$ cat config.mk
export PLATFORM = sky130hd
export DESIGN_NAME = lsu_ctrl
export DESIGN_NICKNAME = d
export VERILOG_FILES = /design/src/rtl/lsu_ctrl.sv
export SDC_FILE = /design/constraint.sdc
export NUM_CORES = 1
export LEC_CHECK = 0
export ABC_AREA = 1
export CAP_MARGIN = 25
export CORE_MARGIN = 5
export CORE_UTILIZATION = 44
export CTS_BUF_LIST = sky130_fd_sc_hd__clkbuf_8
export DETAILED_ROUTE_END_ITERATION = 10
export GPL_TIMING_DRIVEN = 0
export PLACE_DENSITY = 0.83
export SKIP_CTS_REPAIR_TIMING = 1
export SLEW_MARGIN = 20
export SYNTH_ARGS = -nofsm -noshare
export SYNTH_HDL_FRONTEND = slang
export SYNTH_SLANG_ARGS = --single-unit
export TNS_END_PERCENT = 100
$ cat constraint.sdc
create_clock -name clk -period 1.8 [get_ports clk]
set_input_delay 0.36 -clock clk [delete_from_list [all_inputs] [get_ports clk]]
set_output_delay 0.36 -clock clk [all_outputs]
set_load 0.05 [all_outputs]
$ cat src/rtl/lsu_ctrl.sv
// rtl/lsu_ctrl.sv - load/store unit controller between decode and a single-port data memory
//
// Ports:
//   clk, rst                 clock, synchronous active-high reset
//   ram_read, ram_write      load/store request levels from decode (sampled in IDLE)
//   load_type                00 LW, 01 LH, 10 LB, 11 unsupported
//   addr, store_data         byte address and store value
//   mem_req, mem_we          memory request / write enable
//   mem_addr                 word-aligned memory address
//   mem_wdata, mem_wstrb     store data and byte enables
//   mem_ready, mem_rdata     memory accept/complete and read word
//   load_data                sign-extended load result, held until next completed load
//   done                     one-cycle completion pulse
//   stall                    pipeline hold
//   err, err_code            one-cycle error pulse; 01 misaligned, 10 bad type/conflict, 11 timeout
module lsu_ctrl #(
    parameter int TIMEOUT = 255
) (
    input  logic        clk,
    input  logic        rst,
    input  logic        ram_read,
    input  logic        ram_write,
    input  logic [1:0]  load_type,
    input  logic [31:0] addr,
    input  logic [31:0] store_data,
    output logic        mem_req,
    output logic        mem_we,
    output logic [31:0] mem_addr,
    output logic [31:0] mem_wdata,
    output logic [3:0]  mem_wstrb,
    input  logic        mem_ready,
    input  logic [31:0] mem_rdata,
    output logic [31:0] load_data,
    output logic        done,
    output logic        stall,
    output logic        err,
    output logic [1:0]  err_code
);

    localparam int CW = (TIMEOUT < 2) ? 1 : $clog2(TIMEOUT);
    localparam logic [CW-1:0] LAST_WAIT = CW'(TIMEOUT - 1);

    typedef enum logic [1:0] {IDLE, REQ, RESP} state_t;

    state_t state, state_next;

    logic [29:0]   word_q;
    logic [1:0]    lane_q;
    logic [1:0]    type_q;
    logic          we_q;
    logic [31:0]   wdata_q;
    logic [3:0]    wstrb_q;
    logic [31:0]   load_data_q;
    logic          err_q;
    logic [1:0]    err_code_q;
    logic [CW-1:0] wait_cnt;

    logic       rd_only, wr_only, both;
    logic       rd_aligned, bad_type, legal, misaligned;
    logic [15:0] half;
    logic [7:0]  byte_sel;
    logic [31:0] extracted;

    // Request classification, only acted on while IDLE
    always_comb begin
        rd_only = ram_read & ~ram_write;
        wr_only = ram_write & ~ram_read;
        both    = ram_read & ram_write;
        case (load_type)
            2'b00:   rd_aligned = (addr[1:0] == 2'b00);
            2'b01:   rd_aligned = ~addr[0];
            2'b10:   rd_aligned = 1'b1;
            default: rd_aligned = 1'b0;
        endcase
        bad_type   = rd_only & (load_type == 2'b11);
        legal      = (rd_only & ~bad_type & rd_aligned) | (wr_only & (addr[1:0] == 2'b00));
        misaligned = (rd_only & ~bad_type & ~rd_aligned) | (wr_only & (addr[1:0] != 2'b00));
    end

    // Lane extraction from the returned word using the latched byte offset
    always_comb begin
        half = lane_q[1] ? mem_rdata[31:16] : mem_rdata[15:0];
        case (lane_q)
            2'b00:   byte_sel = mem_rdata[7:0];
            2'b01:   byte_sel = mem_rdata[15:8];
            2'b10:   byte_sel = mem_rdata[23:16];
            default: byte_sel = mem_rdata[31:24];
        endcase
        case (type_q)
            2'b01:   extracted = {{16{half[15]}}, half};
            2'b10:   extracted = {{24{byte_sel[7]}}, byte_sel};
            default: extracted = mem_rdata;
        endcase
    end

    always_comb begin
        state_next = state;
        stall      = 1'b0;
        case (state)
            IDLE: begin
                if (legal) begin
                    stall      = 1'b1;
                    state_next = REQ;
                end
            end
            REQ: begin
                stall = 1'b1;
                if (mem_ready)
                    state_next = RESP;
                else if (wait_cnt == LAST_WAIT)
                    state_next = IDLE;
            end
            RESP:    state_next = IDLE;
            default: state_next = IDLE;
        endcase
    end

    always_ff @(posedge clk) begin
        if (rst) begin
            state       <= IDLE;
            word_q      <= '0;
            lane_q      <= '0;
            type_q      <= '0;
            we_q        <= 1'b0;
            wdata_q     <= '0;
            wstrb_q     <= '0;
            load_data_q <= '0;
            err_q       <= 1'b0;
            err_code_q  <= 2'b00;
            wait_cnt    <= '0;
        end else begin
            state      <= state_next;
            err_q      <= 1'b0;
            err_code_q <= 2'b00;
            case (state)
                IDLE: begin
                    if (legal) begin
                        word_q   <= addr[31:2];
                        lane_q   <= addr[1:0];
                        type_q   <= load_type;
                        we_q     <= wr_only;
                        wdata_q  <= store_data;
                        wstrb_q  <= wr_only ? 4'b1111 : 4'b0000;
                        wait_cnt <= '0;
                    end else if (misaligned) begin
                        err_q      <= 1'b1;
                        err_code_q <= 2'b01;
                    end else if (bad_type | both) begin
                        err_q      <= 1'b1;
                        err_code_q <= 2'b10;
                    end
                end
                REQ: begin
                    if (mem_ready) begin
                        if (!we_q)
                            load_data_q <= extracted;
                    end else if (wait_cnt == LAST_WAIT) begin
                        err_q      <= 1'b1;
                        err_code_q <= 2'b11;
                    end else begin
                        wait_cnt <= wait_cnt + 1'b1;
                    end
                end
                default: ;
            endcase
        end
    end

    assign mem_req   = (state == REQ);
    assign done      = (state == RESP);
    assign mem_we    = we_q;
    assign mem_addr  = {word_q, 2'b00};
    assign mem_wdata = wdata_q;
    assign mem_wstrb = wstrb_q;
    assign load_data = load_data_q;
    assign err       = err_q;
    assign err_code  = err_code_q;

endmodule

Word-level counts from Yosys, hierarchy flattened
Cells that the tools add are included.

operators by class
  reduce and logical (&&, ||, !) cells = 10
  multiplexer cells = 27
  equality and inequality tests = 14
  bitwise gates (word level) = 18
  $add $sub $neg = 1

operators by type and width
  cell                                                              number
  32-bit one-hot mux with 2 select lines                            1
  8-bit two-way mux                                                 3
  8-bit one-hot mux with 3 select lines                             1
  16-bit two-way mux                                                1
  2-bit two-way mux                                                 8
  8-bit one-hot mux with 2 select lines                             1
  2-bit == test (second input constant)                             5
  1-bit bitwise AND                                                 9
  8-bit by 1-bit adder with 8-bit output (second input constant)    1
  2-bit by 1-bit == test with 1-bit output (second input constant)  4
  8-bit == test (second input constant)                             1
  2-bit zero test                                                   4
  2-bit one-hot mux with 2 select lines                             2
  1-bit two-way mux                                                 6
  2-bit != test (second input constant)                             3
  1-bit inverter                                                    6
  4-bit two-way mux                                                 1
  1-bit one-hot mux with 2 select lines                             2
  2-bit AND reduction                                               2
  4-bit AND reduction                                               1
  2-bit nonzero test                                                2
  3-bit by 1-bit != test with 1-bit output (second input constant)  1
  1-bit OR                                                          3
  1-bit one-hot mux with 3 select lines                             1
  3-bit AND reduction                                               1

storage, ports and cells
  bits in registers = 116
  logic and storage cells = 81

Longest topological paths before layout
  depth in word-level cells = 10
  mapped depth = 10

Worst setup path after synthesis
Ideal clock, no wire load.

  kind = input port to output port
  start = input port ram_write
  end = output port stall
  stages on the path = 8
  data required time = 1440 ps
  data arrival time = 1427 ps
  setup slack = 13 ps
  buffers on the path = 2
  cell sequence = inv_2 > nor2_1 > nand2_1 > nand2_1 > nand3_2 > buf_6 > buf_2 > nand2_1

on the way
  longest elaborated chain between the ends = 9
  elaborated cells on any way between the ends = 11
  those cells by class = mux (2); bitwise (9)

RTL lines
  item                                     RTL line  RTL
  from (decl)                              22        input logic ram_write,
  1-bit inverter                           66        rd_only = ram_read & ~ram_write;
  1-bit bitwise AND                        66
  1-bit bitwise AND                        75        bad_type = rd_only & (load_type == 2'b11);
  1-bit inverter                           76        legal = (rd_only & ~bad_type & rd_aligned) | (wr_only & (addr[1:0] == 2'b00));
  1-bit bitwise AND (2 in a row)           76
  1-bit OR *                               76
  1-bit two-way mux *                      101       if (legal) begin
  1-bit one-hot mux with 2 select lines *  99        case (state)
  to (decl)                                35        output logic stall,

Mark *: on every way between the ends. The rest lies on a longest branch, timed or not.

Final worst setup path
  start = register state[1]
  end = output port stall

on the way
  longest elaborated chain between the ends = 2
  elaborated cells on any way between the ends = 3
  those cells by class = eq/ne (1); mux (1); reduce/logical (1)

RTL lines
  item                                                                         RTL line  RTL
  from (decl)                                                                  45        state_t state, state_next;
  from (signal assigned)                                                       132       state <= state_next;
  2-bit by 1-bit == test with 1-bit output or 2-bit zero test (tied branches)  99
  1-bit one-hot mux with 2 select lines *                                      99

Marks and branches as above.

==> flow_metrics.py <==
metrics = {
    "worst_setup_path": {
        "critical_path.reg2reg.startpoint": "state[1]",
        "critical_path_class": "flop to primary output",
        "cp_launch_point": "state[1]",
        "critical_path.endpoint_type": "primary output",
        "timing.critical_path.to": "stall",
        "crit_path_start_kind": "flop",
        "ff2ff_path_depth": 10,
        "timing.critical_path.fanout_max": 10,
        "timing.reg2reg.setup_slack_ps": 90,
        "cp_data_arrival_time_ps": 1530,
        "cp_data_required_time_ps": 1440,
        "r2r-end": "load_data[28]",
    },
    "synth": {
        "synth_edf_count": 0,
        "synthAdderAreaFrac": 0.0102,
        "synth_cell_types": 26,
        "synth.mux.area_fraction": 0,
        "main_combinational_cell_family_by_area_after_synthesis": "compound AO/OA/AOI/OAI gates",
        "yosys.area_share.simple": 0.171,
        "yosysSeqAreaShare": 0.458,
        "synth_cells": 681,
        "yosys_warnings": 0,
        "syn-cell-area_um2": 4890,
        "synth-compound-area-share": 0.234,
        "synth_flop_cell": "sky130_fd_sc_hd__dfxtp_1",
        "postSynthRegisterBits": 112,
        "syn-mean-instance-area_um2": 7.19,
        "synth_xor_xnor_area_share": 0.00179,
        "postSynth.asyncResetShare": 0,
    },
    "grt": {
        "globalRoute.totalOverflow": 0,
        "grt_antenna_before_repair": 1,
        "grtUsageTotal": 0.226,
        "grt_start_max_net_pins": 18,
        "global_route_wire_length_before_repair_mm": 24.1,
        "via_count_of_the_first_global_routing_pass": 5024,
    },
    "timing": {
        "max_freq_ghz": 0.529,
        "post-route-min-period_ps": 1890,
        "final_max_slew_viol_count": 0,
        "tcrit_tclk_final": 1.05,
        "setup_viol": 1,
        "postLayoutSetupSlackWorst_ps": -91.7,
        "skew_ps": 8.72,
        "worstMarginPinSlew_ps": 558,
        "hold_viol_final": 0,
        "max_slew_margin": 0.628,
        "rsz0062_at_grt": "true",
    },
    "power_and_ir_drop": {
        "overall_power_of_the_completed_layout_mw": 5.81,
        "ir_drop_v": 0.000556,
        "power.leakage_nw": 4.65,
        "p_per_area_nw_per_um2": 752,
    },
    "cts": {
        "cts_tree": "built",
        "tritoncts.num_buffers": 9,
        "clock_pin_slew_reported_for_the_worst_setup_and_hold_paths_after_clock_tree_synthesis_ps": 100,
        "ctsRootBufferMaster": "sky130_fd_sc_hd__clkbuf_8",
        "cts.path.max_buffers": 2,
        "clock_insertion_delay_worst_skew_ps": 370,
        "ctsHtreeMaxLevel": 3,
        "clock_sinks": 112,
    },
    "detailed_routing": {
        "vias": 5345,
        "remaining_drc_errors": 0,
        "drt-pass1-iter-count": 7,
        "average_routed_wire_per_standard_cell_um": 15.2,
        "postRouteAntennaNets": 0,
        "detail_route.wirelength_mm": 16.0,
        "drt-vias-per-instance": 5.07,
        "first_iter_violations": 346,
    },
    "cells_and_area": {
        "stdcell_area_um2": 7720,
        "final_nets": 1016,
        "syn2layout_area_growth_pct": 57.8,
        "num-fill-cells": 898,
        "instances_no_fill": 1055,
        "final_core_util": 0.709,
        "ratio_of_cells_with_drive_above_1_in_the_final_layout": 0.0974,
    },
    "place": {
        "dp_cells": 1029,
        "placedInstanceArea_um2": 7140,
        "buffer_ports.inserted": 207,
        "dp_slack_ps": -1320,
        "gp_congestion": 0.943,
        "place_hpwl_mm": 12.0,
    },
    "floorplanning": {
        "chipHeight_um": 115,
        "io_pins": 210,
        "core_um2": 10900,
        "die-width_um": 115,
        "die_area_um2": 13300,
        "start_util": 0.449,
        "placement_rows": 38,
    },
    "status": {
        "run_status": "finished, violations left",
        "violations": "negative setup slack",
    },
    "job": {
        "maxCapViolations": 0,
    },
    "worst_hold_path": {
        "min-delay-path-class": "input port to flop",
    },
}
-- routing by layer --
| metal | GRT usage | share of wire | routed length, µm |
|---|---|---|---|
| met4 | 0.0869 | 0.027 | 430 |
| met3 | 0.0877 | 0.10 | 1660 |
| met5 | 0 | 0 | 0 |
| met2 | 0.378 | 0.47 | 7540 |
| met1 | 0.262 | 0.40 | 6420 |
-- worst min-delay path by stage --
stage                        startpoint       endpoint  slack (ps)  cells after the start
final                           addr[0]      lane_q[0]         390                      3
after floorplan               type_q[1]      type_q[1]         450                      2
after global placement    mem_wdata[19]  mem_wdata[19]         430                      2
after detailed placement  mem_wdata[19]  mem_wdata[19]         430                      2
after global routing            addr[0]      lane_q[0]         400                      3
after CTS                  mem_wdata[5]   mem_wdata[5]         450                      2
-- area by class of cell --
class,count,area [µm²],share of cell area
Sequential cell,112,2250,0.291
Clock buffer,11,151,0.0196
Tap cell,140,175,0.0227
Inverter,91,352,0.0455
Multi-Input combinational cell,432,2100,0.273
Timing Repair Buffer,217,2380,0.308
Antenna cell,1,2.50,0.000324
Clock inverter,5,32.5,0.00421
Buffer,46,278,0.0360
-- power by group --
group	switching, mW	internal (mW)	leakage [nW]
sequential	0.0755	2.63	0.916
combinational	1.06	0.629	3.64
clock	0.842	0.576	0.0927
total	1.97	3.83	4.65
-- per-stage QoR --
stage,setup TNS [ps],hold slack [ps]
global route,-197,402
CTS,-15540,450
global placement,-25250,430
detailed placement,-28480,435
floorplan,0,451
finish,-91.7,387
-- synthesized netlist by cell type, types with 2 or more instances --
cell / count / share of area
sky130_fd_sc_hd__nand3_1: 31 / 0.032
sky130_fd_sc_hd__o21ai_0: 96 / 0.098
sky130_fd_sc_hd__a21oi_1: 127 / 0.13
sky130_fd_sc_hd__buf_6: 4 / 0.0092
sky130_fd_sc_hd__nand2_1: 118 / 0.091
sky130_fd_sc_hd__clkinv_1: 2 / 0.0015
sky130_fd_sc_hd__nor3_1: 2 / 0.0020
sky130_fd_sc_hd__ha_1: 4 / 0.010
sky130_fd_sc_hd__buf_2: 10 / 0.010
sky130_fd_sc_hd__dfxtp_1: 112 / 0.46
sky130_fd_sc_hd__clkbuf_1: 20 / 0.015
sky130_fd_sc_hd__inv_2: 4 / 0.0031
sky130_fd_sc_hd__nor2_1: 33 / 0.025
sky130_fd_sc_hd__o21ai_1: 4 / 0.0041
sky130_fd_sc_hd__nand2_2: 6 / 0.0077
sky130_fd_sc_hd__nand4_1: 3 / 0.0038
sky130_fd_sc_hd__inv_1: 84 / 0.064
sky130_fd_sc_hd__nand3_2: 2 / 0.0041
sky130_fd_sc_hd__buf_4: 12 / 0.018
-- flip-flops by register name, indices dropped and copies added (netlist names) --
name and count:
err 1, state 2, type_q 2, err_code 2, mem_wdata 32, lane_q 2
word_q 30, load_data 32, mem_wstrb 1, wait_cnt 8
-- kinds of logic after synthesis --
group	count (synthesis)
flip-flops	112
other	1
AO/OA/AOI/OAI	228
buffers and inverters	138
XOR/XNOR	1
adder cells (fa/ha/maj)	4
AND/OR/NAND/NOR	197
-- critical path, stage by stage, from the launching register on --
cell and delay (ps):
sky130_fd_sc_hd__dfxtp_4 360, sky130_fd_sc_hd__nor2_4 180, sky130_fd_sc_hd__nand3_4 140, sky130_fd_sc_hd__buf_8 150, sky130_fd_sc_hd__buf_8 130, sky130_fd_sc_hd__nand2_4 60, sky130_fd_sc_hd__buf_8 140
-- cells in the final DEF (no fill, tap or decap), types with 7 or more instances in the layout --
master,n
sky130_fd_sc_hd__a21oi_1,126
sky130_fd_sc_hd__buf_4,23
sky130_fd_sc_hd__clkbuf_2,7
sky130_fd_sc_hd__buf_2,8
sky130_fd_sc_hd__dfxtp_1,110
sky130_fd_sc_hd__clkdlybuf4s50_1,96
sky130_fd_sc_hd__clkbuf_8,11
sky130_fd_sc_hd__dlymetal6s2s_1,103
sky130_fd_sc_hd__inv_1,85
sky130_fd_sc_hd__o21ai_0,96
sky130_fd_sc_hd__clkbuf_1,18
sky130_fd_sc_hd__nand3_1,30
sky130_fd_sc_hd__nor2_1,30
sky130_fd_sc_hd__nand2_2,7
sky130_fd_sc_hd__nand2_1,114
No activity file was read; power rests on OpenSTA's default activity.
